==> src/rtl/mem_burst_seq.sv <==
// mem_burst_seq: multi-cycle load/store burst sequencer for the execute stage.
// Drives the data-memory and register-file ports for bursts of 1..2^LEN_W
// words and holds the pipeline through stall while a burst is in flight.
module mem_burst_seq #(
  parameter int DATA_W = 16,
  parameter int ADDR_W = 15,
  parameter int REG_AW = 4,
  parameter int LEN_W  = 2
) (
  input  logic              clk,
  input  logic              reset,
  input  logic              req_valid,
  input  logic              req_store,
  input  logic [LEN_W-1:0]  req_len,
  input  logic [ADDR_W-1:0] req_addr,
  input  logic [REG_AW-1:0] req_reg,
  input  logic              halt,
  output logic              stall,
  output logic              done,
  output logic [ADDR_W-1:0] mem_raddr,
  input  logic [DATA_W-1:0] mem_rdata,
  output logic [ADDR_W-1:0] mem_waddr,
  output logic [DATA_W-1:0] mem_wdata,
  output logic              mem_wen,
  output logic [REG_AW-1:0] reg_raddr,
  input  logic [DATA_W-1:0] reg_rdata,
  output logic [REG_AW-1:0] reg_waddr,
  output logic [DATA_W-1:0] reg_wdata,
  output logic              reg_wen
);

  typedef enum logic [1:0] {
    IDLE     = 2'd0,
    ST       = 2'd1,
    LD_ISSUE = 2'd2,
    LD_LAST  = 2'd3
  } state_t;

  localparam logic [LEN_W:0] IDX_ONE = (LEN_W+1)'(1);

  state_t            state;
  logic [ADDR_W-1:0] base_addr;
  logic [REG_AW-1:0] base_reg;
  logic [LEN_W-1:0]  len;
  logic [LEN_W:0]    i;      // issue index
  logic [LEN_W:0]    w;      // writeback index

  logic              last_beat;
  logic              ld_state;
  logic [ADDR_W-1:0] addr_i;
  logic [REG_AW-1:0] reg_i;
  logic [REG_AW-1:0] reg_w;

  // Burst control: accept in IDLE, then step the issue/writeback indices.
  always_ff @(posedge clk or posedge reset) begin
    if (reset) begin
      state     <= IDLE;
      base_addr <= '0;
      base_reg  <= '0;
      len       <= '0;
      i         <= '0;
      w         <= '0;
    end else begin
      case (state)
        IDLE: begin
          if (req_valid) begin
            base_addr <= req_addr;
            base_reg  <= req_reg;
            len       <= req_len;
            i         <= '0;
            w         <= '0;
            state     <= req_store ? ST : LD_ISSUE;
          end
        end
        ST: begin
          if (last_beat) state <= IDLE;
          else           i     <= i + IDX_ONE;
        end
        LD_ISSUE: begin
          // Writeback trails issue by one beat because read data is registered.
          if (i != '0) w <= w + IDX_ONE;
          if (last_beat) state <= LD_LAST;
          else           i     <= i + IDX_ONE;
        end
        LD_LAST: begin
          state <= IDLE;
        end
        default: state <= IDLE;
      endcase
    end
  end

  // Beat address generation; all adds wrap silently at their field width.
  always_comb begin
    last_beat = (i == {1'b0, len});
    ld_state  = (state == LD_ISSUE) || (state == LD_LAST);
    addr_i    = base_addr + ADDR_W'(i);
    reg_i     = base_reg + REG_AW'(i);
    reg_w     = base_reg + REG_AW'(w);
  end

  // Port drive decoded from the registered state; halt gates only the enables.
  always_comb begin
    stall     = ~reset & (req_valid | (state != IDLE));
    done      = ((state == ST) && last_beat) || (state == LD_LAST);
    mem_raddr = ld_state ? addr_i : req_addr;
    mem_waddr = addr_i;
    mem_wdata = reg_rdata;
    mem_wen   = (state == ST) & ~halt;
    reg_raddr = (state == IDLE) ? req_reg : reg_i;
    reg_waddr = reg_w;
    reg_wdata = mem_rdata;
    reg_wen   = (((state == LD_ISSUE) && (i != '0)) || (state == LD_LAST)) & ~halt;
  end

endmodule

==> config.mk <==
export PLATFORM = sky130hd
export DESIGN_NAME = mem_burst_seq
export DESIGN_NICKNAME = d
export VERILOG_FILES = /design/src/rtl/mem_burst_seq.sv
export SDC_FILE = /design/constraint.sdc
export NUM_CORES = 1
export LEC_CHECK = 0
export ABC_AREA = 1
export CORE_MARGIN = 4
export CORE_UTILIZATION = 40
export DETAILED_ROUTE_END_ITERATION = 10
export PLACE_DENSITY = 0.85
export SYNTH_ARGS = -nofsm -noshare
export SYNTH_HDL_FRONTEND = slang
export SYNTH_SLANG_ARGS = --single-unit
==> constraint.sdc <==
create_clock -name clk -period 2.2 [get_ports clk]
set_input_delay 0.22 -clock clk [delete_from_list [all_inputs] [get_ports clk]]
set_output_delay 0.22 -clock clk [all_outputs]
set_load 0.03 [all_outputs]
==> reports/results.env, run 1 <==
POWER.DENSITY_nW_PER_UM2=1640
DRT_WL_TOTAL_UM=6540
FLOORPLAN.DIE_AREA_UM2=7620
GLOBAL_ROUTE.OVERFLOW_TOTAL=0
CLOCK-SINKS=29
SLEW-LIMIT-HEADROOM=0.750
HOLD_PATH_CLASS='in -> async'
POSTSYNTHREGISTERBITS=29
PIN_COUNT_OF_THE_BIGGEST_NET_ENTERING_GLOBAL_ROUTING=30
WORST_SETUP_PATH_END_KIND='output pin'
SYN_INST_COUNT=357
FINISH.CELL_COUNT_WITHOUT_FILLERS=492
HIGHEST-SIGNAL-LAYER='met4'
CLOCK_POWER_SHARE=0.078
MET1WIRELENGTH_UM=2660
STATIC-LEAKAGE-POWER_nW=1.75
FINAL-MAX-SLEW-VIOLATION-COUNT=0
GP_CONGESTION=0.855
SYN2LAYOUT_AREA_GROWTH_PCT=31.3
DIE_H_UM=87.3
IR_WORST_VDD_V=0.00106
STARTPOINT_TYPE='flop'
SETUP_VIOL_COUNT_FINAL=0
HPWL_DP_UM=5080
NNETSFINAL=493
CLOCK_TREE_FROM_TRITONCTS='done'
CLOCK_INSERTION_DELAY_WORST_SKEW_NS=0.28
COUNT_OF_FLIP_FLOPS_WITH_A_BUILT_IN_ENABLE_AFTER_SYNTHESIS=0
POST_SYNTH_NUM_CELL_TYPES=33
YOSYSWARNINGS=0
WORSTMARGINPINSLEW_NS=0.376
POWER.SHARE.SWITCHING=0.534
POSTROUTEANTENNANETS=0
DESIGN_AREA_UM2=3300
START_UTIL=0.417
P_INT_W=0.00252
DETAIL_ROUTE.ITER0.VIOLATIONS=99
VIAS=2431
CELL_COUNT_AFTER_PLACEMENT=480
SYN_AVG_CELL_AREA_UM2=7.04
AVGROUTEDWIREPERCELL_UM=13.3
POWER.SWITCHING_W=0.00290
FIN_HOLD_WS_NS=0.356
CLOCK_PATH_BUFFERS=2
YOSYS_MOST_USED_DFF='sky130_fd_sc_hd__dfrtp_1'
REPORT.FINAL.HOLD_VIOL_COUNT=0
POWER_FRAC_SEQ=0.186
CRITICALPATHCATEGORY='reg -> out'
MET3_WIRELENGTH_UM=574
RSZ0062_AT_GRT='yes'
DP_AREA_UM2=3120
DETAIL_ROUTE.VIAS_PER_CELL=4.94
LARGEST_REGISTER_FFS=15
PERIOD_SHARE=0.990
IO_BUFFER_COUNT=67
FMAXACHIEVABLE_GHz=0.459
GRTUSAGETOTAL=0.173
DETAILEDROUTE.FIRSTPASSITERATIONCOUNT=4
FINALWORSTPATHREQUIREDPERIOD_NS=2.18
DRC_ERRORS=0
CTS.HTREE.LEVELS=2
CTS_HOLD_REPAIR.BUFFERS=0
COMB_POWER_SHARE=0.736
COUNT_OF_PINS_ON_THE_BLOCK_BOUNDARY=132
SYNTHESIZED_CELL_AREA_UM2=2510
CLK_ROOT_BUF='sky130_fd_sc_hd__clkbuf_8'
FIN_SKEW_NS=0.00636
CHIP_WIDTH_UM=87.3
CRITPATHARRIVALTIME_NS=1.96
DRIVE_GT1_FRAC=0.209
MAX_CAP_VIOLATIONS=0
GRT_FIRST_PASS_WIRELENGTH_UM=10500
WL_MET2_UM=3250
ANTENNA_CELLS=0
CORE-AREA_UM2=6030
STATUS='finished, final reports clean'
SYNTH.YOSYS.SEQ_AREA_SHARE=0.289
CTS.CLK_SLEW.WORST_PATHS_NS=0.07
YS_ASYNC_SR_FRACTION=1.00
FIRST_GLOBAL_VIAS=2422
PATH_MAX_FANOUT=7
POSTSYNTHNETCOUNT=434
REQUIRED_NS=1.98
ROWS=28
CTS_MADE_BUFFERS=5
ANTENNA_VIOLATIONS_BEFORE_REPAIR=0
## stage by stage
stage	setup TNS, ns	utilization	power, W	worst slack, ns
2_1_floorplan	-0.0825	-	0.00358	-0.0825
3_3_place_gp	0	0.518	0.00484	0.0381
3_5_place_dp	-0.00576	0.518	0.00493	-0.00576
4_1_cts	-0.00965	0.541	0.00537	-0.00914
5_1_grt	-0.281	0.548	0.00585	-0.0753
6_report	0	0.548	0.00542	0.0213
## routing by layer
layer | vias up | global-route usage
met5 | - | 0
met4 | 0 | 0.0544
met3 | 11 | 0.0530
met2 | 102 | 0.316
met1 | 1112 | 0.191
li1 | 1206 | -
## power groups by stage
stage,sequential (W),combinational (W),clock [W]
2_1_floorplan,0.000971,0.00261,0
3_3_place_gp,0.000987,0.00386,0
3_5_place_dp,0.000999,0.00393,0
4_1_cts,0.00100,0.00393,0.000435
5_1_grt,0.00104,0.00435,0.000462
6_report,0.00101,0.00399,0.000424
## synthesized netlist by cell type (2+ instances only)
cell	count	area [um2]
sky130_fd_sc_hd__nand2_1	123	462
sky130_fd_sc_hd__nor2_4	2	22.5
sky130_fd_sc_hd__nor2_1	13	48.8
sky130_fd_sc_hd__clkbuf_1	2	7.51
sky130_fd_sc_hd__inv_2	2	7.51
sky130_fd_sc_hd__ha_1	16	200
sky130_fd_sc_hd__buf_2	3	15.0
sky130_fd_sc_hd__o21ai_0	25	125
sky130_fd_sc_hd__fa_1	3	60.1
sky130_fd_sc_hd__o21bai_1	2	15.0
sky130_fd_sc_hd__dfrtp_1	29	726
sky130_fd_sc_hd__xnor2_1	2	17.5
sky130_fd_sc_hd__inv_1	40	150
sky130_fd_sc_hd__buf_4	32	240
sky130_fd_sc_hd__a21oi_1	4	20.0
sky130_fd_sc_hd__xor2_1	8	70.1
sky130_fd_sc_hd__nand3_2	2	20.0
sky130_fd_sc_hd__and2_1	6	37.5
sky130_fd_sc_hd__nand2_4	2	22.5
sky130_fd_sc_hd__nand3_1	22	110
sky130_fd_sc_hd__nand4_1	7	43.8
## worst max-delay path, stage by stage (launching register included)
cell and delay [ns]:
sky130_fd_sc_hd__dfrtp_1 0.41, sky130_fd_sc_hd__ha_4 0.18, sky130_fd_sc_hd__fa_2 0.35, sky130_fd_sc_hd__nand3_2 0.11, sky130_fd_sc_hd__nand2_4 0.10, sky130_fd_sc_hd__nand2_4 0.12, sky130_fd_sc_hd__nor2_2 0.04, sky130_fd_sc_hd__nand2_1 0.07
sky130_fd_sc_hd__nand3_1 0.07, sky130_fd_sc_hd__nand2_1 0.09, sky130_fd_sc_hd__buf_6 0.13
## placed cells by master (no fill, tap or decap), drive strengths merged
cell type      synthesis  final
ha                    16     16
clkbuf                 2      9
buf                   36     48
dlygate4sd1            0      1
dlygate4sd2            0      5
fa                     3      3
o31ai                  1      1
clkdlybuf4s15          0      3
and2                   6      6
nand3                 24     24
inv                   43     43
o21bai                 2      2
xor2                   8      8
a311oi                 1      1
a21oi                  4      4
dfrtp                 29     29
dlymetal6s2s           0      2
clkinv                 1      3
o21ai                 27     27
nand2                126    126
xnor2                  3      3
nand4                  7      7
clkdlybuf4s50          0     28
nor2                  16     16
a31oi                  1      1
o21a                   1      1
## what timing repair did
action | 4_1_cts | 5_1_grt
setup endpoints to repair | 24 | 22
buffers inserted | 3 | 1
hold endpoints to repair | 0 | 0
pin swaps | 5 | 7
resized for setup | 27 | 23
## cell families after synthesis
group | count (synthesis) | synth area share
flip-flops | 29 | 0.289
AO/OA/AOI/OAI | 37 | 0.0811
buffers and inverters | 82 | 0.176
adder cells (fa/ha/maj) | 19 | 0.103
AND/OR/NAND/NOR | 179 | 0.310
XOR/XNOR | 11 | 0.0413
## worst paths after layout
kind                                  to  depth (start not counted)     startpoint  slack, ns
max                        mem_raddr[14]                         10   base_addr[0]       0.02
min                         base_addr[1]                          3          reset       0.36
max reg2reg                         i[0]                          9       state[0]       0.45
min reg2reg                base_addr[14]                          2  base_addr[14]       0.51
max in group asynchronous           i[0]                          3          reset       1.57
min in group clk            reg_wdata[1]                          0   mem_rdata[1]       0.44
## area by class of cell
cell class                 instances  area, um2
clock buffer                       6       72.6
clock inverter                     2       10.0
fill                             578       2720
inverter                          44        168
multi-input combinational        246       1440
sequential                        29        726
tap                               75       93.8
timing repair buffer              90        790
Power figures use the tool's default switching activity.
==> run 2: changes to the inputs <==
- ABC_AREA: 1 -> unset
- CORE_MARGIN: 4 -> 3
- CORE_UTILIZATION: 40 -> 39
==> reports/results.env, run 2 <==
GP_CONGESTION=0.784  # -8.2%
CRITICAL_PATH_BUF_INV_COUNT=4  # +3
DETAIL_ROUTE.ITER0.VIOLATIONS=102  # +3.0%
COUNT_OF_PINS_ON_THE_BLOCK_BOUNDARY=132  # unchanged
CTS.HTREE.LEVELS=2  # unchanged
CRITICALPATHCATEGORY='reg -> out'
SYN_INST_COUNT=252  # -29%
LAYOUT.CELLS.MOST_COMMON_LIST='sky130_fd_sc_hd__buf_4, sky130_fd_sc_hd__dfrtp_1, sky130_fd_sc_hd__clkdlybuf4s50_1, sky130_fd_sc_hd__buf_6, sky130_fd_sc_hd__mux2_2'
FINALWORSTPATHREQUIREDPERIOD_NS=2.43  # +0.251 ns
STATUS='finished, violations left'
POSTSYNTHREGISTERBITS=29  # unchanged
START_UTIL=0.418  # +0.000506
DP_AREA_UM2=3170  # +1.4%
CTS_MADE_BUFFERS=5  # unchanged
FINAL_COMMON_CELL='sky130_fd_sc_hd__buf_4'
FIN_HOLD_WS_NS=0.351  # -0.00487 ns
REG2REG_SLACK_NS=0.43  # -0.02 ns
SYN2LAYOUT_AREA_GROWTH_PCT=49.3
ANTENNA_VIOLATIONS_BEFORE_REPAIR=0  # unchanged
SYNTH.YOSYS.SEQ_AREA_SHARE=0.302  # +0.0138
DETAILEDROUTE.FIRSTPASSITERATIONCOUNT=4  # unchanged
CRITPATHMAXSTAGEDELAY_NS=0.42  # about the same
SETUP_VIOL_COUNT_FINAL=24  # +24
REQUIRED_NS=1.98  # about the same
PATH_MAX_FANOUT=4  # -3
YS_ASYNC_SR_FRACTION=1.00  # unchanged
POSTROUTEANTENNANETS=0  # unchanged
CLOCK-SINKS=29  # unchanged
CTS.CLK_SLEW.WORST_PATHS_NS=0.06  # about the same
PATH_DELAY_FAMILY='buffers and inverters'
GRTUSAGETOTAL=0.190  # +0.0163
RSZ0062_AT_GRT='yes'
PIN_COUNT_OF_THE_BIGGEST_NET_ENTERING_GLOBAL_ROUTING=30  # unchanged
YOSYS.CELL_COUNT.TOP_TYPE='sky130_fd_sc_hd__buf_4'
SETUP-TNS-FINAL_NS=-3.14  # -3.14 ns
DESIGN_AREA_UM2=3580  # +8.4%
SYNTH_TOP_CELL_AREA_SHARE=0.302  # +0.0138
HPWL_DP_UM=4800  # -5.4%
POST_SYNTH_NUM_CELL_TYPES=44  # +33%
NNETSFINAL=406  # -18%
AVGROUTEDWIREPERCELL_UM=17.2  # +29%
GRT_FIRST_PASS_WIRELENGTH_UM=10900  # +3.3%
CRITPATHARRIVALTIME_NS=2.21  # +0.25 ns
ROWS=27  # -3.6%
DRT_WL_TOTAL_UM=6920  # +5.8%
STARTPOINT_TYPE='flop'
YOSYS_MOST_USED_DFF='sky130_fd_sc_hd__dfrtp_1'
WORST_SETUP_PATH_END_KIND='output pin'
CHIP_WIDTH_UM=84.4  # -3.3%
PERIOD_SHARE=1.10  # +0.114
CLK_ROOT_BUF='sky130_fd_sc_hd__clkbuf_8'
DIE_H_UM=84.4  # -3.3%
COUNT_OF_FLIP_FLOPS_WITH_A_BUILT_IN_ENABLE_AFTER_SYNTHESIS=0  # unchanged
NFILLCELLS=428  # -26%
CLOCK_PATH_BUFFERS=2  # unchanged
SYNTH_TOP_CELL_BY_AREA='sky130_fd_sc_hd__dfrtp_1'
FLOORPLAN.DIE_AREA_UM2=7130  # -6.4%
VIOLATIONS='negative setup slack'
YOSYSWARNINGS=0  # unchanged
FINAL-MAX-SLEW-VIOLATION-COUNT=0  # unchanged
CLOCK_INSERTION_DELAY_WORST_SKEW_NS=0.28  # about the same
WORSTPATHCELLLIST='ha_4, buf_4, buf_6, a211oi_4, buf_6, nor3_2, xor2_2, mux2_4, buf_6'
FIRST_GLOBAL_VIAS=2215  # -8.5%
DRC_ERRORS=0  # unchanged
VIAS=2151  # -12%
FIN_SKEW_NS=0.00689  # +0.000529 ns
DRIVE_GT1_FRAC=0.452  # +0.243
PLACE_WORST_SETUP_SLACK_NS=-0.425  # -0.419 ns
POSTSYNTHNETCOUNT=329  # -24%
SLEW-LIMIT-HEADROOM=0.593  # -0.157
CLOCK_TREE_FROM_TRITONCTS='done'
TIMING.FINAL.WS_SETUP_NS=-0.229  # -0.251 ns
TIMING.CRITICAL_PATH.SLOWEST_STAGE_CELL='sky130_fd_sc_hd__dfrtp_1'
WORSTMARGINPINSLEW_NS=0.606  # +0.230 ns
HOLD_PATH_CLASS='in -> async'
IO_BUFFER_COUNT=67  # unchanged
SYNTHESIZED_CELL_AREA_UM2=2400  # -4.6%
SYNTHTOPCELLSBYAREA='sky130_fd_sc_hd__dfrtp_1, sky130_fd_sc_hd__mux2_2, sky130_fd_sc_hd__buf_4'
LARGEST_REGISTER_FFS=15  # unchanged
GLOBAL_ROUTE.OVERFLOW_TOTAL=0  # unchanged
DETAIL_ROUTE.VIAS_PER_CELL=5.35  # +8.3%
YOSYS-TOP-CELLS-COUNT='sky130_fd_sc_hd__buf_4, sky130_fd_sc_hd__dfrtp_1, sky130_fd_sc_hd__mux2_2'
REPORT.FINAL.HOLD_VIOL_COUNT=0  # unchanged
ANTENNA_CELLS=0  # unchanged
SYN_AVG_CELL_AREA_UM2=9.52  # +35%
CORE-AREA_UM2=5740  # -4.7%
CTS_HOLD_REPAIR.BUFFERS=0  # unchanged
MAX_CAP_VIOLATIONS=0  # unchanged
CRITPATHMOSTFREQUENTCELL='sky130_fd_sc_hd__buf_6'
FMAXACHIEVABLE_GHz=0.412  # -10%
## run 2: cell count changes after synthesis, sizes merged, moves of 3 or more
cell and change:
a21o +5, o21ai -18, nand2 -106, a31oi +3
nand4 -3, nor3 +5, and2 -6, or2 +3
nand3 -16, inv -26, mux2 +30, nor4 +3
xnor2 +4
## run 2: what timing repair did
| action | in CTS | in global routing |
|---|---|---|
| setup endpoints to repair | 30 | 28 |
| pin swaps | 16 | 12 |
| setup buffers | 6 | 4 |
| resized for setup | 87 | 24 |
## run 2: logic make-up after synthesis
logic type | after synthesis | share of synthesized area
AND/OR/NAND/NOR | 71 | 0.161
buffers and inverters | 55 | 0.138
AO/OA/AOI/OAI | 31 | 0.0860
multiplexers | 31 | 0.147
flip-flops | 29 | 0.302
adder cells (fa/ha/maj) | 19 | 0.108
XOR/XNOR | 16 | 0.0584
## run 2: cell type report
| cell class | instances | area, um2 | share of cell area |
|---|---|---|---|
| timing repair buffer | 108 | 978 | 0.273 |
| clock buffer | 8 | 80.1 | 0.0224 |
| tap | 72 | 90.1 | 0.0251 |
| inverter | 17 | 63.8 | 0.0178 |
| multi-input combinational | 168 | 1640 | 0.459 |
| sequential | 29 | 727 | 0.203 |
## run 2: final timing paths
| check | from | to | depth (start not counted) |
|---|---|---|---|
| setup / recovery | base_addr[0] | mem_raddr[7] | 9 |
| hold / removal | reset | base_addr[13] | 3 |
| setup reg to reg | i[0] | i[2] | 5 |
| hold reg to reg | len[1] | len[1] | 1 |
| max in group asynchronous | reset | i[1] | 3 |
| min in group clk | reg_rdata[0] | mem_wdata[0] | 0 |
## run 2: metrics by stage
step | util | cells
CTS | 0.606 | 399
global route | 0.624 | 402
finish | 0.624 | 402
detailed placement | 0.551 | 385
floorplan | - | 252
global placement | 0.551 | 385
## run 2: routing by layer
metal	GRT usage	wire (um)	up-vias	share of wire
met3	0.0461	476	40	0.069
met5	0	0	-	0
met1	0.226	2770	1031	0.40
met4	0.0748	198	0	0.029
met2	0.329	3480	93	0.50
li1	-	-	987	-
## run 2: tightest hold or removal path: stages
cell and delay (ns):
sky130_fd_sc_hd__clkdlybuf4s50_1 0.42, sky130_fd_sc_hd__inv_1 0.06, sky130_fd_sc_hd__buf_4 0.35
Power of run 2 is left out: the tool's default activity adds up to more than one toggle a clock period on the data nets, which glitch-free logic cannot reach.
==> run 3: changes to the inputs <==
- PLACE_DENSITY: 0.85 -> 0.81
==> reports/results.env, run 3 (synthesis results as in run 2) <==
FINAL_COMMON_CELL='sky130_fd_sc_hd__buf_4'
CTS_HOLD_REPAIR.BUFFERS=0  # unchanged
ANTENNA_VIOLATIONS_BEFORE_REPAIR=0  # unchanged
DESIGN_AREA_UM2=3690  # +2.9%
FIRST_GLOBAL_VIAS=2151  # -2.9%
DETAIL_ROUTE.VIAS_PER_CELL=5.10  # -4.7%
PATH_MAX_FANOUT=2  # -2
CORE-AREA_UM2=5740  # unchanged
CLOCK_TREE_FROM_TRITONCTS='done'
DP_AREA_UM2=3180  # +0.55%
LARGEST_REGISTER_FFS=15  # unchanged
FIN_UTIL=0.642  # +0.0183
SLEW-LIMIT-HEADROOM=0.743  # +0.150
GRT_FIRST_PASS_WIRELENGTH_UM=10600  # -2.7%
SETUP_VIOL_COUNT_FINAL=19  # -21%
ANTENNA_CELLS=0  # unchanged
RSZ0062_AT_GRT='yes'
STARTPOINT_TYPE='flop'
GP_CONGESTION=0.833  # +6.2%
CTS.HTREE.LEVELS=2  # unchanged
DIE_H_UM=84.4  # unchanged
COUNT_OF_PINS_ON_THE_BLOCK_BOUNDARY=132  # unchanged
REQUIRED_NS=1.98  # about the same
CTS_MADE_BUFFERS=5  # unchanged
VIAS=2081  # -3.3%
START_UTIL=0.418  # unchanged
NNETSFINAL=412  # +1.5%
FIN_SKEW_NS=0.00855  # +0.00167 ns
CRITICALPATHCATEGORY='reg -> out'
WORST_SETUP_PATH_END_KIND='output pin'
CLK_ROOT_BUF='sky130_fd_sc_hd__clkbuf_8'
CTS.CLK_SLEW.WORST_PATHS_NS=0.07  # about the same
DRIVE_GT1_FRAC=0.482  # +0.0306
CHIP_WIDTH_UM=84.4  # unchanged
CLOCK_INSERTION_DELAY_WORST_SKEW_NS=0.28  # about the same
IO_BUFFER_COUNT=67  # unchanged
HPWL_DP_UM=4610  # -4.0%
DETAIL_ROUTE.ITER0.VIOLATIONS=60  # -41%
DRC_ERRORS=0  # unchanged
VIOLATIONS='negative setup slack'
FINAL-MAX-SLEW-VIOLATION-COUNT=0  # unchanged
PERIOD_SHARE=1.11  # +0.0102
GLOBAL_ROUTE.OVERFLOW_TOTAL=0  # unchanged
FINALWORSTPATHREQUIREDPERIOD_NS=2.45  # +0.0225 ns
PIN_COUNT_OF_THE_BIGGEST_NET_ENTERING_GLOBAL_ROUTING=30  # unchanged
MAX_CAP_VIOLATIONS=0  # unchanged
GRTUSAGETOTAL=0.186  # -0.00361
LAYOUT.CELLS.MOST_COMMON_LIST='sky130_fd_sc_hd__buf_4, sky130_fd_sc_hd__dfrtp_1, sky130_fd_sc_hd__clkdlybuf4s50_1, sky130_fd_sc_hd__buf_6, sky130_fd_sc_hd__mux2_2'
HOLD_PATH_CLASS='in -> async'
DETAILEDROUTE.FIRSTPASSITERATIONCOUNT=4  # unchanged
DRT_WL_TOTAL_UM=6700  # -3.2%
REPORT.FINAL.HOLD_VIOL_COUNT=0  # unchanged
AVGROUTEDWIREPERCELL_UM=16.4  # -4.7%
ROWS=27  # unchanged
CLOCK_PATH_BUFFERS=2  # unchanged
SYN2LAYOUT_AREA_GROWTH_PCT=53.6
CLOCK-SINKS=29  # unchanged
TIMING.FINAL.WS_SETUP_NS=-0.252  # -0.0225 ns
FMAXACHIEVABLE_GHz=0.408  # -0.92%
STATUS='finished, violations left'
WORSTMARGINPINSLEW_NS=0.382  # -0.224 ns
POSTROUTEANTENNANETS=0  # unchanged
FLOORPLAN.DIE_AREA_UM2=7130  # unchanged
CRITPATHARRIVALTIME_NS=2.23  # +0.02 ns
## run 3: changes by cell type in the layout (fill, tap and decap cells not counted), moves of 2 or more
cell | before | now
sky130_fd_sc_hd__buf_4 | 49 | 52
sky130_fd_sc_hd__dlygate4sd2_1 | 5 | 2
sky130_fd_sc_hd__buf_12 | 0 | 2
sky130_fd_sc_hd__clkbuf_1 | 3 | 1
sky130_fd_sc_hd__clkbuf_2 | 1 | 3
sky130_fd_sc_hd__clkinv_2 | 0 | 2
sky130_fd_sc_hd__nor3_4 | 0 | 2
## run 3: through the flow
stage          TNS, ns  instances  setup slack (ns)  hold slack (ns)
3_5_place_dp     -1.59        386            -0.436            0.440
6_report         -2.75        408            -0.252            0.340
4_1_cts          -2.10        399            -0.215            0.362
2_1_floorplan   -0.498        252            -0.154            0.298
5_1_grt          -4.35        408            -0.314            0.404
3_3_place_gp     -1.45        386            -0.398            0.440
## run 3: cell type report
class / instances / area (um2)
repair buffers: 114 / 1050
clock inverters: 2 / 10.0
inverters: 17 / 63.8
well taps: 72 / 90.1
clock buffers: 6 / 72.6
fillers: 420 / 2060
flip-flops and latches: 29 / 727
multi-input cells: 168 / 1670
## run 3: timing repair
item                       CTS  global route
setup endpoints to repair   27            31
hold endpoints to repair     0             0
pin swaps                   20            21
buffers inserted             7            10
resized for setup           80            37
cloned                       0             0
## run 3: layer usage
layer	share of wire	vias to the layer above	global-route usage	wire length [um]
met5	0	-	0	0
met4	0.017	0	0.0676	116
met3	0.056	17	0.0412	375
met2	0.53	69	0.321	3550
met1	0.40	999	0.228	2660
li1	-	996	-	-
## run 3: path summary, 6_finish.rpt
kind | endpoint | slack (ns) | depth (start not counted) | from
worst max-delay path | mem_raddr[6] | -0.25 | 8 | i[0]
worst min register to register | len[0] | 0.54 | 1 | len[0]
worst min-delay path | w[0] | 0.34 | 3 | reset
worst max register to register | i[0] | 0.25 | 9 | i[1]
min in group clk | mem_wdata[6] | 0.44 | 0 | reg_rdata[6]
max in group asynchronous | i[1] | 1.56 | 3 | reset
## run 3: worst max-delay path, cell delays in order (launching register included)
cell and delay (ns):
sky130_fd_sc_hd__dfrtp_1 0.42, sky130_fd_sc_hd__ha_4 0.19, sky130_fd_sc_hd__fa_2 0.38, sky130_fd_sc_hd__buf_6 0.14, sky130_fd_sc_hd__a21o_1 0.18, sky130_fd_sc_hd__nand4_1 0.15, sky130_fd_sc_hd__xnor2_2 0.10, sky130_fd_sc_hd__mux2_4 0.26
sky130_fd_sc_hd__buf_6 0.14
Power of run 3 is left out for the same reason.
